`config.mk`:
```
export PLATFORM = sky130hd
export DESIGN_NAME = instr_fetch_queue
export DESIGN_NICKNAME = d
export VERILOG_FILES = /design/src/rtl/instr_fetch_queue.sv
export SDC_FILE = /design/constraint.sdc
export NUM_CORES = 1
export LEC_CHECK = 0
export BUFFER_PORTS_ARGS = -buffer_cell sky130_fd_sc_hd__clkbuf_2
export CORE_MARGIN = 1
export CORE_UTILIZATION = 52
export CTS_CLUSTER_DIAMETER = 30
export DETAILED_ROUTE_END_ITERATION = 10
export HOLD_SLACK_MARGIN = 0.08
export PLACE_DENSITY = 0.76
export SYNTH_ARGS = -nofsm -noshare
export SYNTH_HDL_FRONTEND = slang
export SYNTH_SLANG_ARGS = --single-unit
export TNS_END_PERCENT = 30
```
`constraint.sdc`:
```
create_clock -name clk -period 2.3 [get_ports clk]
set_input_delay 0.345 -clock clk [delete_from_list [all_inputs] [get_ports clk]]
set_output_delay 0.345 -clock clk [all_outputs]
set_load 0.01 [all_outputs]
```
`src/rtl/instr_fetch_queue.sv`:
```
// Instruction fetch unit: one-outstanding memory requester feeding a small prefetch FIFO toward decode.
// Define FETCH_BYPASS_EN to forward a returning word straight to decode when the queue is empty.
`ifndef WORD_SIZE
`define WORD_SIZE 16
`endif
`ifndef NOP
`define NOP 16'hB000
`endif
`ifndef ALU_OP
`define ALU_OP 4'hF
`endif
`ifndef FUNC_HLT
`define FUNC_HLT 6'd29
`endif

module instr_fetch_queue #(
    parameter int                     QUEUE_DEPTH = 4,
    parameter logic [`WORD_SIZE-1:0]  RESET_PC    = 16'h0000
) (
    input  logic                  clk,
    input  logic                  reset,
    output logic                  i_readM,
    output logic [`WORD_SIZE-1:0] i_address,
    input  logic                  i_ready,
    input  logic [`WORD_SIZE-1:0] i_data,
    input  logic                  i_data_valid,
    output logic [`WORD_SIZE-1:0] instr_out,
    output logic [`WORD_SIZE-1:0] pc_out,
    output logic                  instr_valid,
    input  logic                  decode_stall,
    input  logic                  redirect,
    input  logic [`WORD_SIZE-1:0] redirect_pc,
    output logic                  halted
);
    localparam int AW = $clog2(QUEUE_DEPTH);
    localparam int CW = AW + 1;

    typedef enum logic [1:0] {FETCH, WAIT, STOP, HALTED} state_t;
    state_t state, state_nxt;

    logic [`WORD_SIZE-1:0] fetch_pc, req_pc;
    logic                  outstanding, squash, halted_r;
    logic [`WORD_SIZE-1:0] q_instr [QUEUE_DEPTH];
    logic [`WORD_SIZE-1:0] q_pc    [QUEUE_DEPTH];
    logic [AW-1:0]         rd_ptr, wr_ptr;
    logic [CW-1:0]         count;

    logic resp, keep, q_valid, byp, push, pop, consumed, redir, space, handshake;

    function automatic logic is_hlt(input logic [`WORD_SIZE-1:0] w);
        return (w[15:12] == `ALU_OP) && (w[5:0] == `FUNC_HLT);
    endfunction

    // Responses are only meaningful while a request is in flight; anything else is stale.
    assign resp      = i_data_valid & outstanding;
    assign keep      = resp & ~squash;
    assign q_valid   = (count != '0);
    assign redir     = redirect & (state != HALTED);
    assign space     = ({1'b0, count} + {{CW{1'b0}}, outstanding}) < (CW+1)'(QUEUE_DEPTH);
    assign i_readM   = ~reset & (state == FETCH) & ~outstanding & ~redirect & space;
    assign i_address = fetch_pc;
    assign handshake = i_readM & i_ready;
    assign halted    = halted_r;

`ifdef FETCH_BYPASS_EN
    assign byp         = keep & ~q_valid & ~decode_stall;
    assign instr_valid = q_valid | byp;
    assign instr_out   = q_valid ? q_instr[rd_ptr] : (byp ? i_data : `NOP);
    assign pc_out      = q_valid ? q_pc[rd_ptr]    : (byp ? req_pc : '0);
`else
    assign byp         = 1'b0;
    assign instr_valid = q_valid;
    assign instr_out   = q_valid ? q_instr[rd_ptr] : `NOP;
    assign pc_out      = q_valid ? q_pc[rd_ptr]    : '0;
`endif

    assign push     = keep & ~byp & ~redir;
    assign pop      = q_valid & ~decode_stall & ~redir;
    assign consumed = instr_valid & ~decode_stall;

    always_comb begin
        state_nxt = state;
        case (state)
            FETCH:   if (handshake) state_nxt = WAIT;
            WAIT:    if (keep) state_nxt = is_hlt(i_data) ? STOP : FETCH;
            default: state_nxt = state;
        endcase
        if (consumed && is_hlt(instr_out) && state != HALTED) state_nxt = HALTED;
        if (redir) state_nxt = FETCH;
    end

    always_ff @(posedge clk) begin
        if (reset) begin
            state       <= FETCH;
            fetch_pc    <= RESET_PC;
            req_pc      <= RESET_PC;
            outstanding <= 1'b0;
            squash      <= 1'b0;
            halted_r    <= 1'b0;
            rd_ptr      <= '0;
            wr_ptr      <= '0;
            count       <= '0;
        end else begin
            state <= state_nxt;
            if (state_nxt == HALTED) halted_r <= 1'b1;
            if (handshake) begin
                fetch_pc    <= fetch_pc + 16'd1;
                req_pc      <= fetch_pc;
                outstanding <= 1'b1;
            end
            if (resp) begin
                outstanding <= 1'b0;
                squash      <= 1'b0;
            end
            if (redir) begin
                fetch_pc <= redirect_pc;
                rd_ptr   <= '0;
                wr_ptr   <= '0;
                count    <= '0;
                // The in-flight reply still has to drain before refetching.
                if (outstanding && !resp) squash <= 1'b1;
            end else begin
                if (push) wr_ptr <= wr_ptr + 1'b1;
                if (pop)  rd_ptr <= rd_ptr + 1'b1;
                if (push && !pop)      count <= count + 1'b1;
                else if (pop && !push) count <= count - 1'b1;
            end
        end
    end

    always_ff @(posedge clk) begin
        if (push) begin
            q_instr[wr_ptr] <= i_data;
            q_pc[wr_ptr]    <= req_pc;
        end
    end
endmodule
```
======== Word level (Yosys, flattened, before mapping) ========
Memories as Yosys holds them, arrays and structs flattened. A register that Yosys moved wholly into a read port is not among the register bits.
Index checks and enable logic that the tools add are counted.
W data, S select, Z words.
storage, ports and cells
  register bits after elaboration ......... 44
  memory bits (writable) .................. 128
  input bits .............................. 38
  output and inout bits ................... 51
  word-level logic and storage cells ...... 79
  memories kept ........................... 2
operators by class
  add/subtract/negate cells ............... 6
  order comparisons ....................... 1
  equality and inequality tests ........... 7
  muxes and demuxes ....................... 21
  bitwise logic cells ..................... 17
  reductions and logical operators ........ 16
memories
  name     depth  bits a word  read ports  clocked after memory_dff  write ports  line  text
  q_instr  4      16           1           1                         1            43    logic [`WORD_SIZE-1:0] q_instr [QUEUE_DEPTH];
  q_pc     4      16           1           1                         1            44    logic [`WORD_SIZE-1:0] q_pc [QUEUE_DEPTH];
operators by type and width
  kind                     number
  $mux W16                 4
  $mux W2                  9
  $add A16 B1 Y16 const B  1
  $eq A6 B5 Y1 const B     2
  $and A1 B1 Y1            11
  $eq A4 B4 Y1 const B     2
  $logic_and A1 B1 Y1      7
  $mux W3                  2
  $not A1 Y1               6
  $mux W1                  5
  $add A2 B1 Y2 const B    2
  $add A3 B1 Y4            1
  $lt A4 B3 Y1 const B     1
  $pmux W2 S2              1
  $reduce_bool A2 Y1       2
  $reduce_or A2 Y1         2
  $add A3 B1 Y3 const B    1
  $logic_not A1 Y1         3
  $reduce_bool A3 Y1       1
  $sub A3 B1 Y3 const B    1
  $eq A2 B1 Y1 const B     1
  $eq A2 B2 Y1 const B     1
  $logic_not A2 Y1         1
  $ne A2 B2 Y1 const B     1

======== Depth between registers and ports, before layout ========
Gate-level depths: netlist of run 1.
  depth in word-level cells ............... 11
  depth in mapped cells ................... 9
  depth with buffers taken out ............ 8

======== Least setup slack after synthesis of run 1 ========
Ideal clock, no wire load.
  path type ............................... register -> register
  start point ............................. register state[1]
  end point ............................... register count[2]
  library setup time ...................... 0.071 ns
  arrival ................................. 2.207 ns
  slack ................................... 0.022 ns
  stages on the path, launching flop included .. 10
  clock period less this slack ............ 2.278 ns
  cells stage by stage .................... dfxtp_1 -> a21boi_0 -> clkbuf_1 -> nor2_1 -> ha_1 -> inv_1 -> fa_1 -> xor2_1 -> or3_1 -> a21oi_1
between the ends
  longest elaborated chain between the ends .. 7
  elaborated cells on any way between the ends .. 12
  those cells by class .................... eq/ne (1); mux (1); bitwise (4); reduce/logical (6)
RTL lines
  element                       line  text
  from (decl)                   39    state_t state, state_nxt;
  from (signal assigned)        104   state <= state_nxt;
  $ne A2 B2 Y1 (*)              58    assign redir = redirect & (state != HALTED);
  $and A1 B1 Y1 (*)             58
  $not A1 Y1 (*)                77    assign push = keep & ~byp & ~redir;
  $and A1 B1 Y1 (*)             77
  named net push                48    logic resp, keep, q_valid, byp, push, pop, consumed, redir, space, handshake;
  $logic_not A1 Y1              126   else if (pop && !push) count <= count - 1'b1;
  $logic_and A1 B1 Y1           126
  $reduce_bool A2 Y1 (no line)  n/a
  to (signal assigned)          125   if (push && !pop) count <= count + 1'b1;
  to (signal assigned)          126
  to (decl)                     46    logic [CW-1:0] count;
Mark *: on every way through the listed nets, which the timed path passes. The rest lies on a longest branch.
A chain may end at the register's enable or synchronous reset.

==> flow_metrics.env, run 1 <==
export IMPL_die_w_um=118.1
export IMPL_core_area_mm2=0.01319
export IMPL_die_h_um=118.1
export IMPL_ir_worst_vdd_mv=0.6173
export IMPL_slowest_delay_ns=0.55
export IMPL_critPathArrivalTime_ns=1.90
export IMPL_die_area_mm2=0.01394
export IMPL_pre_cts_ws_ns=0.05825
export IMPL_synth_edf_count=128
export IMPL_cts_made_buffers=17
export IMPL_cts_buffer_depth=2
export IMPL_syn_avg_cell_area_um2=15.16
export IMPL_grt_max_degree=37
export IMPL_synth_async_sr_flop_share_pct=0
export IMPL_setup_viol=0
export IMPL_status="finished, final reports clean"
export IMPL_dp_cells=728
export IMPL_finalNetCount=627
export IMPL_num_rows=42
export IMPL_multi_input_area_mm2=0.002136
export IMPL_p_leak_nw=2.995
export IMPL_hold_class="input port to flip-flop"
export IMPL_diodes=0
export IMPL_synthCells=462
export IMPL_layout_drive_gt1_share_pct=33.45
export IMPL_clk_latency_ns=0.42
export IMPL_synth_top_family_by_area="simple AND/OR/NAND/NOR gates"
export IMPL_final_antenna_net_count=0
export IMPL_slowest_stage="mux4_2"
export IMPL_start_kind="flip-flop"
export IMPL_fin_crit_ns=2.244
export IMPL_antenna_found_initial=0
export IMPL_firstDrtPassIters=5
export IMPL_fmax_mhz=445.6
export IMPL_ff_latch_area_mm2=0.004767
export IMPL_ys_seq_area_share_pct=68.01
export IMPL_synth_compound_area_share_pct=5.662
export IMPL_slew_headroom_pct=58.18
export IMPL_hold_viol_final=0
export IMPL_vias=4435
export IMPL_slew_viol_final=0
export IMPL_power_density_mw_per_mm2=723.3
export IMPL_drv_cap=0
export IMPL_worst_path_buf_inv=2
export IMPL_drtIter0Drc=394
export IMPL_stdcell_count=771
export IMPL_yosysTopAreaCellShare_pct=54.87
export IMPL_critPathCaptureType="output pin"
export IMPL_fin_worst_skew_ns=0.008424
export IMPL_synth_simple_gate_area_share_pct=11.64
export IMPL_grt_pass1_wl_um=22930
export IMPL_numPortBuffers=88
export IMPL_cp_top_family="multiplexers"
export IMPL_clkTransAtPathRegs_ns=0.06
export IMPL_cts_tree="done"
export IMPL_gp_congestion=0.7894
export IMPL_pin_count=89
export IMPL_crit_type="flip-flop to output pin"
export IMPL_cts_num_sinks=174
export IMPL_syn_area_mm2=0.007005
export IMPL_synth_adder_area_share_pct=1.357
export IMPL_grt_overflow=0
export IMPL_ctsHtreeMaxLevel=4
export IMPL_syn_to_final_growth_pct=21.63
export IMPL_path_max_fanout=15
export IMPL_vias_per_cell=5.752
export IMPL_crit_chain="buf_12, mux4_2, or2_2, clkbuf_2"
export IMPL_synth_xor_area_share_pct=0.7501
export IMPL_synth_largest_area_cell="edfxtp_1"
export IMPL_required_ns=1.96
export IMPL_ys_ff_latch=174
export IMPL_hpwl_um=9532
export IMPL_synth_mux_area_share_pct=10.72
export IMPL_worst_slack_ns=0.05586
export IMPL_start_util_pct=53.11
export IMPL_fin_crit_sh_pct=97.57
export IMPL_drc_errors=0
export IMPL_fill_cells=936
export IMPL_finalSetupTns_ns=0
export IMPL_grtUsageTotal_pct=21.87
export IMPL_yosysWarnings=0
export IMPL_post_drt_wl_per_cell_um=18.69
export IMPL_cts_root_buf="clkbuf_16"
export IMPL_routed_wl_um=14410
export IMPL_synth_fp_nets=507
export IMPL_timing_hold_ws_ns=0.1494
export IMPL_yosys_top_cells_area="edfxtp_1 (55%), dfxtp_1 (13%), mux4_2 (10%), and2_1 (3.1%), nand2_1 (2.2%)"
export IMPL_grt_pass1_vias=4445
export IMPL_ys_types=48
export IMPL_synth_ff_type="edfxtp_1"
export IMPL_cts_hold_buf=0
export IMPL_p_total_w=0.006163
export IMPL_worst_pin_slew_ns=0.6115
==> sequential cells by signal, summed over array words and instances, names as in the netlist, named ones only <==
register	cells
q_instr	64
q_pc	64
i_address	16
req_pc	16
count	3
rd_ptr	2
state	2
wr_ptr	2
halted	1
outstanding	1
==> final cells by class <==
| class | count | share of cell area, % |
|---|---|---|
| tap | 176 | 2.584 |
| inverter | 6 | 0.3084 |
| sequential | 174 | 55.95 |
| clock inverter | 8 | 0.5433 |
| multi-input combinational | 257 | 25.07 |
| clock buffer | 24 | 5.536 |
| timing repair buffer | 126 | 10.01 |
==> cell usage after synthesis (2+ instances only) <==
library cell and number:
edfxtp_1 128, dfxtp_1 46, nand2_1 41, and2_1 35, mux4_2 32, nor2_1 25, a21oi_1 22, clkbuf_1 17
or4_1 9, a311oi_1 8, nand3_1 7, nand4_1 7, o31ai_1 7, ha_1 6, inv_1 6, buf_2 5
a31oi_1 4, or2_2 4, a211oi_1 3, and3_1 3, mux2i_1 3, o21ai_0 3, o311ai_0 3, or3_1 3
xnor2_1 3, xor2_1 3, and4_1 2, buf_1 2, nand2b_1 2, nand3b_1 2, nor3_1 2, nor4_1 2
o21bai_1 2
==> per-layer routing <==
| metal | vias to the layer above | track usage, % | wire length, um |
|---|---|---|---|
| met5 | - | 0 | 0 |
| met1 | 2204 | 27.33 | 5855 |
| met2 | 187 | 36.73 | 7358 |
| met4 | 0 | 9.295 | 233 |
| li1 | 2025 | - | - |
| met3 | 19 | 4.893 | 960 |
==> where the power goes <==
part,leakage (nW),total [W],internal (W),switching (W)
Clock,0.249,0.00250,0.00142,0.00107
Combinational,1.22,0.000243,0.000102,0.000142
Sequential,1.53,0.00342,0.00338,0.0000420
Total,2.99,0.00616,0.00491,0.00126
==> cell usage in the layout, fill, tap and decap left out, types with 9 or more instances in the layout <==
cell       netlist  final
dfxtp_1         46     44
nand2_1         41     41
clkbuf_16        0     18
nor2_1          25     25
clkbuf_2         0     88
and2_1          35     30
buf_4            0     27
edfxtp_1       128    128
or4_1            9      9
a21oi_1         22     22
mux4_2          32     32
==> metrics by stage <==
stage	utilization [%]	area (um2)
finish	64.60	8521
global route	64.60	8521
CTS	63.57	8386
detailed placement	59.51	7850
global placement	59.51	7850
floorplan	-	7005
==> cell families after synthesis <==
family | after synthesis
flops | 174
simple gates | 150
compound gates | 59
mux | 35
buf+inv | 31
fa+ha+maj | 7
xor+xnor | 6
==> worst paths after layout <==
check | endpoint | cells past startpoint | startpoint | slack, ns
min reg2reg | q_pc[2][9] | 0 | req_pc[9] | 0.50
max reg2reg | count[2] | 8 | state[1] | 0.15
max | instr_out[12] | 4 | flip-flop | 0.06
min | flip-flop | 2 | i_data_valid | 0.15
==> what timing repair did <==
action	in CTS	in global routing
setup endpoints to repair	15	30
pin swaps	2	0
gates cloned	0	1
hold endpoints to repair	0	0
setup buffers	0	10
resized for setup	7	7
Note: power is estimated with default switching activity, not from simulation.
==> inputs of run 2 (changes only) <==
--- a/config.mk
+++ b/config.mk
@@ -15,4 +15,4 @@
 export SYNTH_ARGS = -nofsm -noshare
 export SYNTH_HDL_FRONTEND = slang
 export SYNTH_SLANG_ARGS = --single-unit
-export TNS_END_PERCENT = 30
+export TNS_END_PERCENT = 10
==> constraint.sdc (replaced) <==
create_clock -name clk -period 2 [get_ports clk]
set_input_delay 0.3 -clock clk [delete_from_list [all_inputs] [get_ports clk]]
set_output_delay 0.3 -clock clk [all_outputs]
set_load 0.01 [all_outputs]
==> flow_metrics.env, run 2 (same netlist as run 1, synthesis figures left out) <==
export IMPL_status="finished, violations left"
export IMPL_violations="setup timing"
export IMPL_setup_viol=32
export IMPL_fin_worst_skew_ns=0.007688
export IMPL_start_util_pct=53.11
export IMPL_grtUsageTotal_pct=23.67
export IMPL_fin_crit_sh_pct=108.5
export IMPL_layout_drive_gt1_share_pct=40.39
export IMPL_vias=4570
export IMPL_die_w_um=118.1
export IMPL_slowest_delay_ns=0.51
export IMPL_switching_share_pct=20.95
export IMPL_cts_num_sinks=174
export IMPL_worst_pin_slew_ns=0.4768
export IMPL_numPortBuffers=88
export IMPL_clkTransAtPathRegs_ns=0.07
export IMPL_power_internal_w=0.006160
export IMPL_critPathArrivalTime_ns=1.87
export IMPL_p_leak_nw=3.193
export IMPL_critPathCaptureType="output pin"
export IMPL_power_density_mw_per_mm2=873.2
export IMPL_cts_root_buf="clkbuf_16"
export IMPL_crit_type="flip-flop to output pin"
export IMPL_ir_worst_vdd_mv=0.5432
export IMPL_post_drt_wl_per_cell_um=19.75
export IMPL_start_kind="flip-flop"
export IMPL_diodes=0
export IMPL_rsz0062_at_grt="yes"
export IMPL_p_comb_share_pct=4.2
export IMPL_largest_registers="q_instr: 64 flops, q_pc: 64 flops"
export IMPL_p_clk_share_pct=45.5
export IMPL_cts_tree="done"
export IMPL_p_sw_w=0.001633
export IMPL_finalSetupTns_ns=-4.113
export IMPL_cts_buffer_depth=2
export IMPL_cts_made_buffers=17
export IMPL_firstDrtPassIters=7
export IMPL_slew_headroom_pct=67.39
export IMPL_syn_to_final_growth_pct=27.40
export IMPL_crit_chain="buf_12, buf_16, mux4_2, and2_4, buf_6"
export IMPL_drc_errors=0
export IMPL_hold_class="input port to flip-flop"
export IMPL_hold_viol_final=0
export IMPL_gp_congestion=0.8087
export IMPL_final_common_cell="edfxtp_1"
export IMPL_slew_viol_final=0
export IMPL_die_h_um=118.1
export IMPL_fin_crit_ns=2.171
export IMPL_path_max_fanout=6
export IMPL_ctsHtreeMaxLevel=4
export IMPL_worst_slack_ns=-0.1708
export IMPL_drtIter0Drc=378
export IMPL_pre_cts_ws_ns=-0.09403
export IMPL_core_area_mm2=0.01319
export IMPL_grt_max_degree=36
export IMPL_r2r_slack_ns=0.01
export IMPL_grt_pass1_wl_um=24550
export IMPL_fin_util_pct=67.66
export IMPL_required_ns=1.70
export IMPL_drv_cap=0
export IMPL_vias_per_cell=5.785
export IMPL_grt_pass1_vias=4564
export IMPL_fmax_mhz=460.7
export IMPL_die_area_mm2=0.01394
export IMPL_placed_cell_area_mm2=0.008011
export IMPL_fin_area_mm2=0.008925
export IMPL_antenna_found_initial=0
export IMPL_timing_hold_ws_ns=0.1031
export IMPL_slowest_stage="mux4_2"
export IMPL_finalNetCount=646
export IMPL_routed_wl_um=15600
export IMPL_num_rows=42
export IMPL_pin_count=89
export IMPL_hpwl_um=9652
export IMPL_clk_latency_ns=0.43
export IMPL_final_antenna_net_count=0
export IMPL_final_cell_mix="edfxtp_1 (128), clkbuf_2 (87), dfxtp_1 (42), buf_4 (42), nand2_1 (41)"
export IMPL_grt_overflow=0
export IMPL_seqPwrFrac_pct=50.3
-- run 2: per-layer routing --
| metal | global-route usage (%) | up-vias | routed length [um] |
|---|---|---|---|
| met1 | 29.69 | 2295 | 6339 |
| met2 | 40.63 | 186 | 8143 |
| li1 | - | 2068 | - |
| met4 | 9.936 | 0 | 267 |
| met5 | 0 | - | 0 |
| met3 | 4.070 | 21 | 847 |
-- run 2: power by group through the flow --
stage                     sequential (W)  clock, W  combinational, W
after floorplan                  0.00401         0          0.000122
after global placement           0.00399         0          0.000299
after detailed placement         0.00400         0          0.000307
after CTS                        0.00392   0.00354          0.000315
after global routing             0.00392   0.00372          0.000355
final                            0.00392   0.00355          0.000329
-- run 2: critical path: cells and delay by family, from the launching register on --
| kind | cells | cell delay, ns |
|---|---|---|
| flip-flops | 1 | 0.40 |
| buffers and inverters | 3 | 0.37 |
| multiplexers | 1 | 0.51 |
| AND/OR/NAND/NOR | 1 | 0.16 |
-- run 2: what timing repair did --
item	in CTS	in global routing
gates resized for setup	14	28
hold endpoints to repair	1	0
hold buffers	1	0
pin swaps	10	5
setup buffers	5	3
cloned	2	0
setup endpoints to repair	33	34
-- run 2: area by class of cell --
cell class,count,area [um2]
multi-input cells,257,2197
clock buffers,19,475.5
flip-flops and latches,174,4777
clock inverters,13,170.2
inverters,6,26.28
repair buffers,145,1059
fillers,876,4265
well taps,176,220.2
-- run 2: path summary, 6_finish.rpt --
check               from            end  depth (start not counted)
max            flip-flop      pc_out[2]                          5
max reg2reg     state[0]       count[2]                          9
min            i_data[8]  q_instr[1][8]                          1
min reg2reg  outstanding      flip-flop                          1
-- run 2: metrics by stage --
stage	power (W)	cells
final	0.007793	790
after global routing	0.007995	790
after CTS	0.007771	787
after detailed placement	0.004304	747
after global placement	0.004293	747
after floorplan	0.004131	462
==> inputs of run 3 (changes only) <==
--- a/config.mk
+++ b/config.mk
@@ -12,6 +12,7 @@
 export DETAILED_ROUTE_END_ITERATION = 10
 export HOLD_SLACK_MARGIN = 0.08
 export PLACE_DENSITY = 0.76
+export REMOVE_ABC_BUFFERS = 1
 export SYNTH_ARGS = -nofsm -noshare
 export SYNTH_HDL_FRONTEND = slang
 export SYNTH_SLANG_ARGS = --single-unit
==> flow_metrics.env, run 3 (same netlist as run 1, synthesis figures left out) <==
export IMPL_path_max_fanout=6
export IMPL_slew_viol_final=0
export IMPL_hold_viol_final=0
export IMPL_start_util_pct=53.11
export IMPL_clkTransAtPathRegs_ns=0.06
export IMPL_firstDrtPassIters=6
export IMPL_whs_path_depth=1
export IMPL_post_drt_wl_per_cell_um=18.69
export IMPL_fmax_mhz=455.1
export IMPL_worst_slack_ns=-0.1976
export IMPL_met3_length_um=709
export IMPL_crit_chain="buf_8, buf_6, mux4_2, and2_4, buf_6"
export IMPL_grt_pass1_wl_um=23610
export IMPL_gp_congestion=0.8267
export IMPL_power_internal_w=0.005913
export IMPL_core_area_mm2=0.01319
export IMPL_slowest_delay_ns=0.52
export IMPL_cts_hold_buf=0
export IMPL_fill_cells=905
export IMPL_die_area_mm2=0.01394
export IMPL_switching_share_pct=20.33
export IMPL_cts_root_buf="clkbuf_16"
export IMPL_min_to="q_instr[3][6]"
export IMPL_p_comb_share_pct=4.1
export IMPL_worst_pin_slew_ns=0.5378
export IMPL_layout_drive_gt1_share_pct=38.20
export IMPL_worst_path_buf_inv=3
export IMPL_ctsHtreeMaxLevel=4
export IMPL_p_clk_share_pct=43.0
export IMPL_fin_crit_sh_pct=109.9
export IMPL_p_sw_w=0.001508
export IMPL_fin_area_mm2=0.008807
export IMPL_num_rows=42
export IMPL_numPortBuffers=88
export IMPL_drc_errors=0
export IMPL_ir_worst_vdd_mv=0.6475
export IMPL_drv_cap=0
export IMPL_cp_common_cell="buf_6"
export IMPL_r2r_slack_ns=-0.15
export IMPL_slew_headroom_pct=64.05
export IMPL_cts_made_buffers=17
export IMPL_drtIter0Drc=317
export IMPL_pin_count=89
export IMPL_grt_pass1_vias=4563
export IMPL_largest_registers="q_instr: 64 flops, q_pc: 64 flops"
export IMPL_seqPwrFrac_pct=52.9
export IMPL_hold_class="input port to flip-flop"
export IMPL_syn_to_final_growth_pct=25.72
export IMPL_antenna_found_initial=0
export IMPL_fin_worst_skew_ns=0.008218
export IMPL_rr_worst_depth=9
export IMPL_met2RoutedLength_um=7466
export IMPL_setup_viol=37
export IMPL_clk_latency_ns=0.42
export IMPL_cts_num_sinks=174
export IMPL_pre_cts_ws_ns=-0.1737
export IMPL_r2r_end="state[0]"
export IMPL_rsz0062_at_grt="yes"
export IMPL_grt_max_degree=36
export IMPL_finalSetupTns_ns=-4.265
export IMPL_routed_wl_um=14690
export IMPL_final_antenna_net_count=0
export IMPL_fin_crit_ns=2.198
export IMPL_hpwl_um=9092
export IMPL_required_ns=1.70
export IMPL_violations="setup timing"
export IMPL_slowest_stage="mux4_2"
export IMPL_finalNetCount=642
export IMPL_hold_path_startpoint="i_data[6]"
export IMPL_cts_buffer_depth=2
export IMPL_power_density_mw_per_mm2=842.6
export IMPL_status="finished, violations left"
export IMPL_critPathArrivalTime_ns=1.90
export IMPL_crit_type="flip-flop to output pin"
export IMPL_final_common_cell="edfxtp_1"
export IMPL_vias=4487
export IMPL_die_h_um=118.1
export IMPL_highest_layer="met4"
export IMPL_critPathCaptureType="output pin"
export IMPL_cts_tree="done"
export IMPL_diodes=0
export IMPL_final_cell_mix="edfxtp_1 (128), clkbuf_2 (85), dfxtp_1 (45)"
export IMPL_cp_top_family="multiplexers"
export IMPL_start_kind="flip-flop"
export IMPL_grt_overflow=0
export IMPL_vias_per_cell=5.709
export IMPL_timing_hold_ws_ns=0.09630
export IMPL_wl_met1_um=6299
export IMPL_grtUsageTotal_pct=22.56
export IMPL_die_w_um=118.1
export IMPL_placed_cell_area_mm2=0.007960
export IMPL_p_leak_nw=3.153
run 3: changes by cell type in the layout (fill, tap and decap cells not counted), moves of 3 or more:
cell / previous run / this run
clkbuf_1: 0 / 3
clkbuf_8: 0 / 3
buf_4: 42 / 38
dfxtp_1: 42 / 45
inv_6: 5 / 1
buf_6: 2 / 6
run 3: area by class of cell:
| class | instances | area (um2) | area share (%) |
|---|---|---|---|
| sequential | 174 | 4768 | 54.14 |
| tap | 176 | 220.2 | 2.500 |
| clock inverter | 8 | 81.33 | 0.9234 |
| multi-input combinational | 257 | 2183 | 24.79 |
| timing repair buffer | 141 | 1028 | 11.68 |
| inverter | 6 | 22.52 | 0.2557 |
| clock buffer | 24 | 503.0 | 5.711 |
run 3: worst max path at each step:
stage / end / cells past startpoint
after CTS: pc_out[13] / 5
after global routing: instr_out[14] / 5
after floorplan: instr_out[12] / 2
after global placement: count[2] / 9
final: instr_out[14] / 5
after detailed placement: count[2] / 9
run 3: through the flow:
stage | total power [W] | std cells | utilization [%]
after floorplan | 0.004113 | 437 | -
after global placement | 0.004281 | 741 | 60.35
after detailed placement | 0.004292 | 741 | 60.35
after CTS | 0.007439 | 783 | 66.27
after global routing | 0.007612 | 786 | 66.77
final | 0.007421 | 786 | 66.77
run 3: power by group through the flow:
stage	clock network, W	logic [W]	registers, W
after detailed placement	0	0.000293	0.00400
after CTS	0.00322	0.000302	0.00392
after floorplan	0	0.000104	0.00401
after global routing	0.00335	0.000336	0.00392
final	0.00319	0.000308	0.00392
after global placement	0	0.000286	0.00400
run 3: what timing repair did:
action / in CTS / in global routing
setup endpoints to repair: 34 / 43
gates resized for setup: 27 / 15
pin swaps: 20 / 0
buffers inserted: 8 / 3
gates cloned: 2 / 0
run 3: metal layers:
layer / track usage, % / up-vias
met2: 37.76 / 161
met4: 8.894 / 0
met3: 4.990 / 18
met5: 0 / -
met1: 28.66 / 2256
li1: - / 2052
